$ cat config.mk
export PLATFORM = sky130hd
export DESIGN_NAME = dm9000a_phy_init_seq
export DESIGN_NICKNAME = d
export VERILOG_FILES = /design/src/rtl/dm9000a_phy_init_seq.sv
export SDC_FILE = /design/constraint.sdc
export NUM_CORES = 1
export LEC_CHECK = 0
export CORE_MARGIN = 1
export CORE_UTILIZATION = 30
export CTS_CLUSTER_DIAMETER = 150
export DETAILED_ROUTE_END_ITERATION = 16
export DONT_BUFFER_PORTS = 1
export PLACE_DENSITY = 0.45
export SYNTH_ARGS = -nofsm -noshare
export SYNTH_HDL_FRONTEND = slang
export SYNTH_SLANG_ARGS = --single-unit
$ cat constraint.sdc
create_clock -name iDm9000aClk -period 2.4 [get_ports iDm9000aClk]
set_input_delay 0.48 -clock iDm9000aClk [delete_from_list [all_inputs] [get_ports iDm9000aClk]]
set_output_delay 0.48 -clock iDm9000aClk [all_outputs]
set_load 0.01 [all_outputs]
$ cat src/rtl/dm9000a_phy_init_seq.sv
// Power-up sequencer for the DM9000A internal PHY.
// Runs a fixed three-write list through the PHY-write engine, with a post-reset settle delay, per-write timeouts and retries.
module dm9000a_phy_init_seq #(
  parameter int unsigned RESET_WAIT_CYCLES = 1000,
  parameter int unsigned TIMEOUT_CYCLES    = 50000,
  parameter int unsigned MAX_RETRY         = 2,
  parameter logic [15:0] ANAR_VALUE        = 16'h01E1,
  parameter logic [15:0] BMCR_RUN_VALUE    = 16'h1200
) (
  input  logic        iDm9000aClk,
  input  logic        iRst,
  input  logic        iStart,
  input  logic        iPhyWrRunEnd,
  output logic        oPhyWrRunStart,
  output logic [15:0] oPhyWrReg,
  output logic [15:0] oPhyWrValue,
  output logic        oBusy,
  output logic        oDone,
  output logic        oError,
  output logic [1:0]  oStep
);

  localparam logic [15:0] TIMEOUT_LAST = 16'(TIMEOUT_CYCLES - 1);
  localparam logic [15:0] SETTLE_LAST  = 16'(RESET_WAIT_CYCLES - 1);
  localparam logic [1:0]  RETRY_LIMIT  = 2'(MAX_RETRY);

  typedef enum logic [2:0] {
    IDLE,
    WAIT_END,
    RELEASE,
    SETTLE,
    DONE,
    ERROR
  } stateT;

  stateT       state, stateNext;
  logic [15:0] timer, timerNext;
  logic [1:0]  retryCnt, retryCntNext;
  logic [1:0]  stepIdx, stepIdxNext;
  logic        tmoFlag, tmoFlagNext;
  logic        runStart, runStartNext;
  logic [15:0] phyReg, phyRegNext;
  logic [15:0] phyValue, phyValueNext;
  logic        doneFlag, doneFlagNext;
  logic        errorFlag, errorFlagNext;

  function automatic logic [15:0] stepReg(input logic [1:0] s);
    case (s)
      2'd1:    stepReg = 16'h0004;
      default: stepReg = 16'h0000;
    endcase
  endfunction

  function automatic logic [15:0] stepValue(input logic [1:0] s);
    case (s)
      2'd0:    stepValue = 16'h8000;
      2'd1:    stepValue = ANAR_VALUE;
      default: stepValue = BMCR_RUN_VALUE;
    endcase
  endfunction

  always_ff @(posedge iDm9000aClk or posedge iRst) begin
    if (iRst) begin
      state     <= IDLE;
      timer     <= '0;
      retryCnt  <= '0;
      stepIdx   <= '0;
      tmoFlag   <= 1'b0;
      runStart  <= 1'b0;
      phyReg    <= '0;
      phyValue  <= '0;
      doneFlag  <= 1'b0;
      errorFlag <= 1'b0;
    end else begin
      state     <= stateNext;
      timer     <= timerNext;
      retryCnt  <= retryCntNext;
      stepIdx   <= stepIdxNext;
      tmoFlag   <= tmoFlagNext;
      runStart  <= runStartNext;
      phyReg    <= phyRegNext;
      phyValue  <= phyValueNext;
      doneFlag  <= doneFlagNext;
      errorFlag <= errorFlagNext;
    end
  end

  // Every state change clears the shared timer; a new step reloads address/value together with RunStart.
  always_comb begin
    stateNext     = state;
    timerNext     = timer;
    retryCntNext  = retryCnt;
    stepIdxNext   = stepIdx;
    tmoFlagNext   = tmoFlag;
    runStartNext  = runStart;
    phyRegNext    = phyReg;
    phyValueNext  = phyValue;
    doneFlagNext  = doneFlag;
    errorFlagNext = errorFlag;

    case (state)
      IDLE, DONE, ERROR: begin
        if (iStart) begin
          doneFlagNext  = 1'b0;
          errorFlagNext = 1'b0;
          stepIdxNext   = 2'd0;
          retryCntNext  = '0;
          runStartNext  = 1'b1;
          phyRegNext    = stepReg(2'd0);
          phyValueNext  = stepValue(2'd0);
          timerNext     = '0;
          stateNext     = WAIT_END;
        end
      end

      WAIT_END: begin
        if (iPhyWrRunEnd) begin
          tmoFlagNext  = 1'b0;
          runStartNext = 1'b0;
          timerNext    = '0;
          stateNext    = RELEASE;
        end else if (timer == TIMEOUT_LAST) begin
          tmoFlagNext  = 1'b1;
          runStartNext = 1'b0;
          timerNext    = '0;
          stateNext    = RELEASE;
        end else begin
          timerNext = timer + 16'd1;
        end
      end

      RELEASE: begin
        runStartNext = 1'b0;
        if (!iPhyWrRunEnd) begin
          timerNext = '0;
          if (tmoFlag) begin
            if (retryCnt < RETRY_LIMIT) begin
              retryCntNext = retryCnt + 2'd1;
              runStartNext = 1'b1;
              stateNext    = WAIT_END;
            end else begin
              errorFlagNext = 1'b1;
              stateNext     = ERROR;
            end
          end else begin
            case (stepIdx)
              2'd0: stateNext = SETTLE;
              2'd1: begin
                stepIdxNext  = 2'd2;
                retryCntNext = '0;
                runStartNext = 1'b1;
                phyRegNext   = stepReg(2'd2);
                phyValueNext = stepValue(2'd2);
                stateNext    = WAIT_END;
              end
              default: begin
                doneFlagNext = 1'b1;
                stateNext    = DONE;
              end
            endcase
          end
        end
      end

      SETTLE: begin
        if (timer == SETTLE_LAST) begin
          stepIdxNext  = 2'd1;
          retryCntNext = '0;
          runStartNext = 1'b1;
          phyRegNext   = stepReg(2'd1);
          phyValueNext = stepValue(2'd1);
          timerNext    = '0;
          stateNext    = WAIT_END;
        end else begin
          timerNext = timer + 16'd1;
        end
      end

      default: stateNext = IDLE;
    endcase
  end

  assign oPhyWrRunStart = runStart;
  assign oPhyWrReg      = phyReg;
  assign oPhyWrValue    = phyValue;
  assign oBusy          = (state != IDLE) && (state != DONE) && (state != ERROR);
  assign oDone          = doneFlag;
  assign oError         = errorFlag;
  assign oStep          = stepIdx;

endmodule
==> results of run 1 <==
-- registers in the layout (all words and copies together) (netlist names) --
name	cells
timer	16
state	3
oPhyWrValue	2
retryCnt	2
oDone	1
oError	1
oPhyWrReg	1
oPhyWrRunStart	1
oStep	1
tmoFlag	1
-- metrics by stage --
| stage | util | std cells | area (um^2) |
|---|---|---|---|
| floorplan | - | 251 | 2030 |
| global placement | 0.305 | 287 | 1860 |
| detailed placement | 0.305 | 287 | 1860 |
| CTS | 0.318 | 295 | 1940 |
| global route | 0.318 | 295 | 1940 |
| finish | 0.318 | 295 | 1940 |
-- report_power, final --
part,internal [mW],switching (mW)
registers,0.580,0.176
logic,0.283,0.498
clock network,0.206,0.189
total,1.07,0.862
-- Yosys cell counts, drive strengths merged (3+ instances only) --
master   n  area, um^2
a21oi   12        60.1
o211ai   5        37.5
xnor2    4        35.0
clkbuf   8        32.5
nor3     7        35.0
dfrtp   29         726
buf     34         254
nand2b   7        43.8
inv      6        22.5
nor2b    5        31.3
a21o     3        22.5
o21ai   19        95.1
nand4    5        31.3
o22ai    3        18.8
nand2   19        71.3
nor2    20        82.6
nand3    9        45.0
-- cells by family (layout without fill, tap and decap cells) --
group | Yosys count | after routing | share of synthesized area
flip-flops | 29 | 29 | 0.373
AND/OR/NAND/NOR | 88 | 88 | 0.241
other | 1 | 23 | 0.00193
XOR/XNOR | 5 | 5 | 0.0225
buffers and inverters | 48 | 17 | 0.159
AO/OA/AOI/OAI | 56 | 56 | 0.190
adder cells (fa/ha/maj) | 1 | 1 | 0.00643
multiplexers | 1 | 1 | 0.00579
-- metal layers --
layer | track usage | vias to the layer above | part of all wire
met2 | 0.231 | 42 | 0.44
met1 | 0.193 | 750 | 0.49
li1 | - | 733 | -
met3 | 0.0264 | 8 | 0.040
met5 | 0 | - | 0
met4 | 0.0724 | 0 | 0.022
-- path summary, 6_finish.rpt --
path | end | slack [ns] | depth (start not counted) | startpoint
max reg2reg | state[0] | 0.39 | 6 | timer[1]
max | state[0] | 0.39 | 6 | timer[1]
min in group iDm9000aClk | tmoFlag | 0.28 | 1 | iPhyWrRunEnd
min | timer[10] | 0.16 | 2 | iRst
min reg2reg | timer[0] | 0.55 | 1 | timer[0]
max in group asynchronous | state[2] | 1.95 | 2 | iRst
-- cell type report --
class                   instances  area (um^2)
well taps                      75         93.8
flip-flops and latches         29          726
clock buffers                   8         80.1
multi-input cells             174          993
inverters                       6         22.5
fillers                       684         4160
repair buffers                  3         22.5
-- worst reg2reg max path, stage by stage (launching register included) --
cell	delay, ns
dfrtp_1	0.42
ha_1	0.28
and3_1	0.20
nand4b_1	0.14
o21a_1	0.33
a311o_1	0.37
a31o_1	0.18
==> impl_metrics.json, run 1 <==
{
  "outcome": "completed",
  "grt-ovfl-total": 0,
  "report.final.setup_viol": 0,
  "die_h_um": 82.5,
  "drt-initial-drc-count": 109,
  "finalNetCount": 224,
  "cts_tree": "yes",
  "io_pins": 42,
  "synth-edff-count": 0,
  "start_kind": "flop",
  "critical_path.slowest_cell": "dfrtp_1",
  "die_w_um": 82.5,
  "drv_slew": 0,
  "hold_path_class": "primary input to async pin",
  "postSynthAreaPerCell_um2": 8.50,
  "crit_arrival_ns": 2.19,
  "setup-tns-final_ns": 0,
  "p_leak_nw": 0.815,
  "io_buffers": 0,
  "antenna_cells": 0,
  "grt_max_degree": 30,
  "synth_seq_cells": 29,
  "yosysUniqueCellTypes": 52,
  "synthCells": 229,
  "finalCritPeriodShare": 0.839,
  "gp_congestion": 0.755,
  "min_period_ns": 2.01,
  "synth_top_flop_cell": "dfrtp_1",
  "dp_slack_ns": 0.404,
  "hold_violations": 0,
  "cp_max_fo": 8,
  "vias": 1533,
  "max_freq_mhz": 496,
  "dp_hpwl_mm": 2.92,
  "fin_skew_ns": 0.00463,
  "critPathMaxStageDelay_ns": 0.42,
  "worst-path-buf-inv": 0,
  "core_area_mm2": 0.00610,
  "yosys_warnings": 0,
  "max_cap_violations": 0,
  "final.setup.worst_slack_ns": 0.385,
  "crit_type": "flop to flop",
  "cts_hold_buf": 0,
  "ctsResizeCount": 0,
  "cp_cell_sequence": "ha_1 > and3_1 > nand4b_1 > o21a_1 > a311o_1 > a31o_1",
  "cp_data_required_time_ns": 2.58,
  "cts_buffer_depth": 2,
  "cts_sinks": 29,
  "drt.antenna.violating_nets": 0,
  "insertion_delay_ns": 0.29,
  "cellPowerDensity_mw_per_mm2": 996,
  "grt_antenna_before_repair": 0,
  "grt_pass1_vias": 1442,
  "via_per_inst": 5.20,
  "ys_async_sr_fraction": 1.00,
  "grt_pass1_wl_mm": 7.37,
  "tightest_slew_ns": 0.603,
  "wirelength_mm": 4.34,
  "drc": 0,
  "h-tree-depth": 2,
  "cts.clk_slew.worst_paths_ns": 0.06,
  "wire_per_inst_um": 14.7,
  "numCtsBuffers": 5,
  "firstDrtPassIters": 4,
  "die_area_mm2": 0.00681,
  "rsz0062_at_grt": "false",
  "peakVddDrop_mv": 0.387,
  "whs_ns": 0.165,
  "area_growth_syn_to_layout_pct": -0.386,
  "num_rows": 28,
  "slew_headroom": 0.594,
  "cpLargestDelayFamily": "compound AO/OA/AOI/OAI gates",
  "synth_area_mm2": 0.00195,
  "grt_usage": 0.147,
  "root_buffer": "clkbuf_8",
  "ys_seq_area_frac": 0.373,
  "postCtsSetupBuffers": 0,
  "layout_commonest_cell": "dfrtp_1",
  "totalPowerFinal_mw": 1.93,
  "drive_above_1_share": 0.0727,
  "final_cell_mix": "29 x dfrtp_1, 23 x conb_1, 19 x nand2_1, 19 x nor2_1, 18 x o21ai_0",
  "start_util": 0.319,
  "worstSetupEndpointType": "flop"
}
(Power assumes the default switching activity.)
==> run 2, diff against run 1 <==
--- a/config.mk
+++ b/config.mk
@@ -10,7 +10,7 @@
 export CTS_CLUSTER_DIAMETER = 150
 export DETAILED_ROUTE_END_ITERATION = 16
 export DONT_BUFFER_PORTS = 1
-export PLACE_DENSITY = 0.45
+export PLACE_DENSITY = 0.46
 export SYNTH_ARGS = -nofsm -noshare
 export SYNTH_HDL_FRONTEND = slang
 export SYNTH_SLANG_ARGS = --single-unit
==> constraint.sdc (replaced) <==
create_clock -name iDm9000aClk -period 1.85 [get_ports iDm9000aClk]
set_input_delay 0.37 -clock iDm9000aClk [delete_from_list [all_inputs] [get_ports iDm9000aClk]]
set_output_delay 0.37 -clock iDm9000aClk [all_outputs]
set_load 0.01 [all_outputs]
==> run 2 against run 1 <==
Worst setup slack got worse by 0.31 ns; via count increased by 3.1%; cell count increased by 8.5%; critical path type unchanged; largest cell class unchanged; highest routed layer unchanged.
==> impl_metrics.json, run 2 (synthesized netlist as in run 1, its figures left out) <==
{
  "outcome": "completed",
  "drt.antenna.violating_nets": 0,
  "drc": 0,
  "crit_type": "flop to flop",
  "power.share.sequential": 0.327,
  "share_comb_of_total_power": 0.481,
  "cts_buffer_depth": 2,
  "dp_slack_ns": 0.0290,
  "final.setup.worst_slack_ns": 0.0804,
  "top_layer": "met4",
  "firstDrtPassIters": 4,
  "grt_antenna_before_repair": 0,
  "final_core_util": 0.356,
  "io_pins": 42,
  "antenna_cells": 0,
  "peakVddDrop_mv": 0.449,
  "clkPwrFrac": 0.192,
  "max_freq_mhz": 565,
  "crit_arrival_ns": 1.94,
  "nFillCells": 654,
  "final_cell_mix": "29 x dfrtp_1, 28 x buf_4, 23 x conb_1",
  "critPathMaxStageDelay_ns": 0.39,
  "finalCritPeriodShare": 0.957,
  "regMostFlops": "timer",
  "insertion_delay_ns": 0.28,
  "wirelength_mm": 4.52,
  "critical_path.slowest_cell": "dfrtp_1",
  "fin_skew_ns": 0.00753,
  "cts.clk_slew.worst_paths_ns": 0.07,
  "drive_above_1_share": 0.196,
  "finalNetCount": 250,
  "grt_usage": 0.158,
  "start_util": 0.319,
  "cts_sinks": 29,
  "wl_met1_mm": 2.31,
  "max_cap_violations": 0,
  "h-tree-depth": 2,
  "report.final.setup_viol": 0,
  "hold_path_class": "primary input to async pin",
  "largest_register_ffs": 16,
  "cts_tree": "yes",
  "layout_commonest_cell": "dfrtp_1",
  "largestRegisters": "timer: 16 flops, state: 3 flops",
  "cp_data_required_time_ns": 2.02,
  "totalPowerFinal_mw": 2.79,
  "cp_cell_sequence": "nor4_2 > nand2_1 > o311a_4 > buf_4 > o32a_1",
  "vias": 1581,
  "drt-initial-drc-count": 117,
  "grt-ovfl-total": 0,
  "grt_pass1_vias": 1564,
  "cts_hold_buf": 0,
  "root_buffer": "clkbuf_8",
  "p_leak_nw": 0.963,
  "internal_power_mw": 1.62,
  "grt_max_degree": 30,
  "die_h_um": 82.5,
  "cp_max_fo": 10,
  "via_per_inst": 4.94,
  "met2_length_mm": 1.98,
  "area_growth_syn_to_layout_pct": 11.6,
  "switching_power_mw": 1.17,
  "wire_per_inst_um": 14.1,
  "cellPowerDensity_mw_per_mm2": 1280,
  "rsz0062_at_grt": "true",
  "finalNonFillerCells": 320,
  "numCtsBuffers": 5,
  "hold_violations": 0,
  "gp_congestion": 0.786,
  "start_kind": "flop",
  "dp_hpwl_mm": 3.26,
  "core_area_mm2": 0.00610,
  "netSwitchingFraction": 0.418,
  "worstSetupEndpointType": "flop",
  "grt_pass1_wl_mm": 7.87,
  "die_area_mm2": 0.00681,
  "io_buffers": 0,
  "num_rows": 28,
  "wl_met3_um": 160,
  "die_w_um": 82.5,
  "drv_slew": 0,
  "min_period_ns": 1.77,
  "place_inst": 312
}
==> run 2: final timing paths <==
check | slack [ns] | cells past startpoint | to | start
max in group asynchronous | 1.49 | 2 | timer[11] | iRst
max reg2reg | 0.08 | 5 | oPhyWrValue[12] | timer[4]
min in group iDm9000aClk | 0.17 | 1 | tmoFlag | iPhyWrRunEnd
min reg2reg | 0.55 | 2 | timer[7] | timer[7]
max | 0.08 | 5 | oPhyWrValue[12] | timer[4]
min | 0.06 | 2 | timer[12] | iRst
==> run 2: final cells by class <==
| cell class | instances | area (um^2) | area share |
|---|---|---|---|
| clock buffers | 7 | 86.3 | 0.0397 |
| repair buffers | 29 | 230 | 0.106 |
| multi-input cells | 174 | 1010 | 0.467 |
| inverters | 6 | 22.5 | 0.0104 |
| well taps | 75 | 93.8 | 0.0432 |
| flip-flops and latches | 29 | 726 | 0.334 |
==> run 2: timing repair <==
| action | in CTS | in global routing |
|---|---|---|
| endpoints found under the setup margin | 0 | 21 |
| gates resized for setup | 0 | 7 |
| buffers inserted | 0 | 1 |
==> run 2: metrics by stage <==
step                setup TNS, ns  hold WS (ns)  cell area [um^2]
floorplan                       0         0.448              2030
detailed placement              0         0.379              2060
CTS                             0        0.0743              2140
global placement                0         0.376              2060
global route              -0.0362         0.109              2170
finish                          0        0.0632              2170
==> run 2: critical path, delay by kind of cell (launching register included) <==
kind / cells / cell delay, ns
compound gates: 2 / 0.71
buf+inv: 1 / 0.16
flops: 1 / 0.39
simple gates: 2 / 0.40
==> run 2: power by group through the flow <==
stage	combinational, mW	sequential, mW	clock (mW)
final	1.34	0.913	0.535
after global routing	1.50	0.935	0.580
after CTS	1.31	0.914	0.557
after detailed placement	1.30	0.925	0
after global placement	1.30	0.927	0
after floorplan	1.04	0.877	0
==> run 2: per-layer routing <==
metal,vias to the layer above,track usage
met2,35,0.241
met1,753,0.219
met3,6,0.0341
met5,-,0
li1,787,-
met4,0,0.0569
==> run 3, diff against run 2 <==
--- a/config.mk
+++ b/config.mk
@@ -5,6 +5,8 @@
 export SDC_FILE = /design/constraint.sdc
 export NUM_CORES = 1
 export LEC_CHECK = 0
+export ABC_CLOCK_PERIOD_IN_PS = 1850
+export CAP_MARGIN = 25
 export CORE_MARGIN = 1
 export CORE_UTILIZATION = 30
 export CTS_CLUSTER_DIAMETER = 150
==> results of run 3 <==
The final DEF is identical to that of run 2; final timing and power are the same.
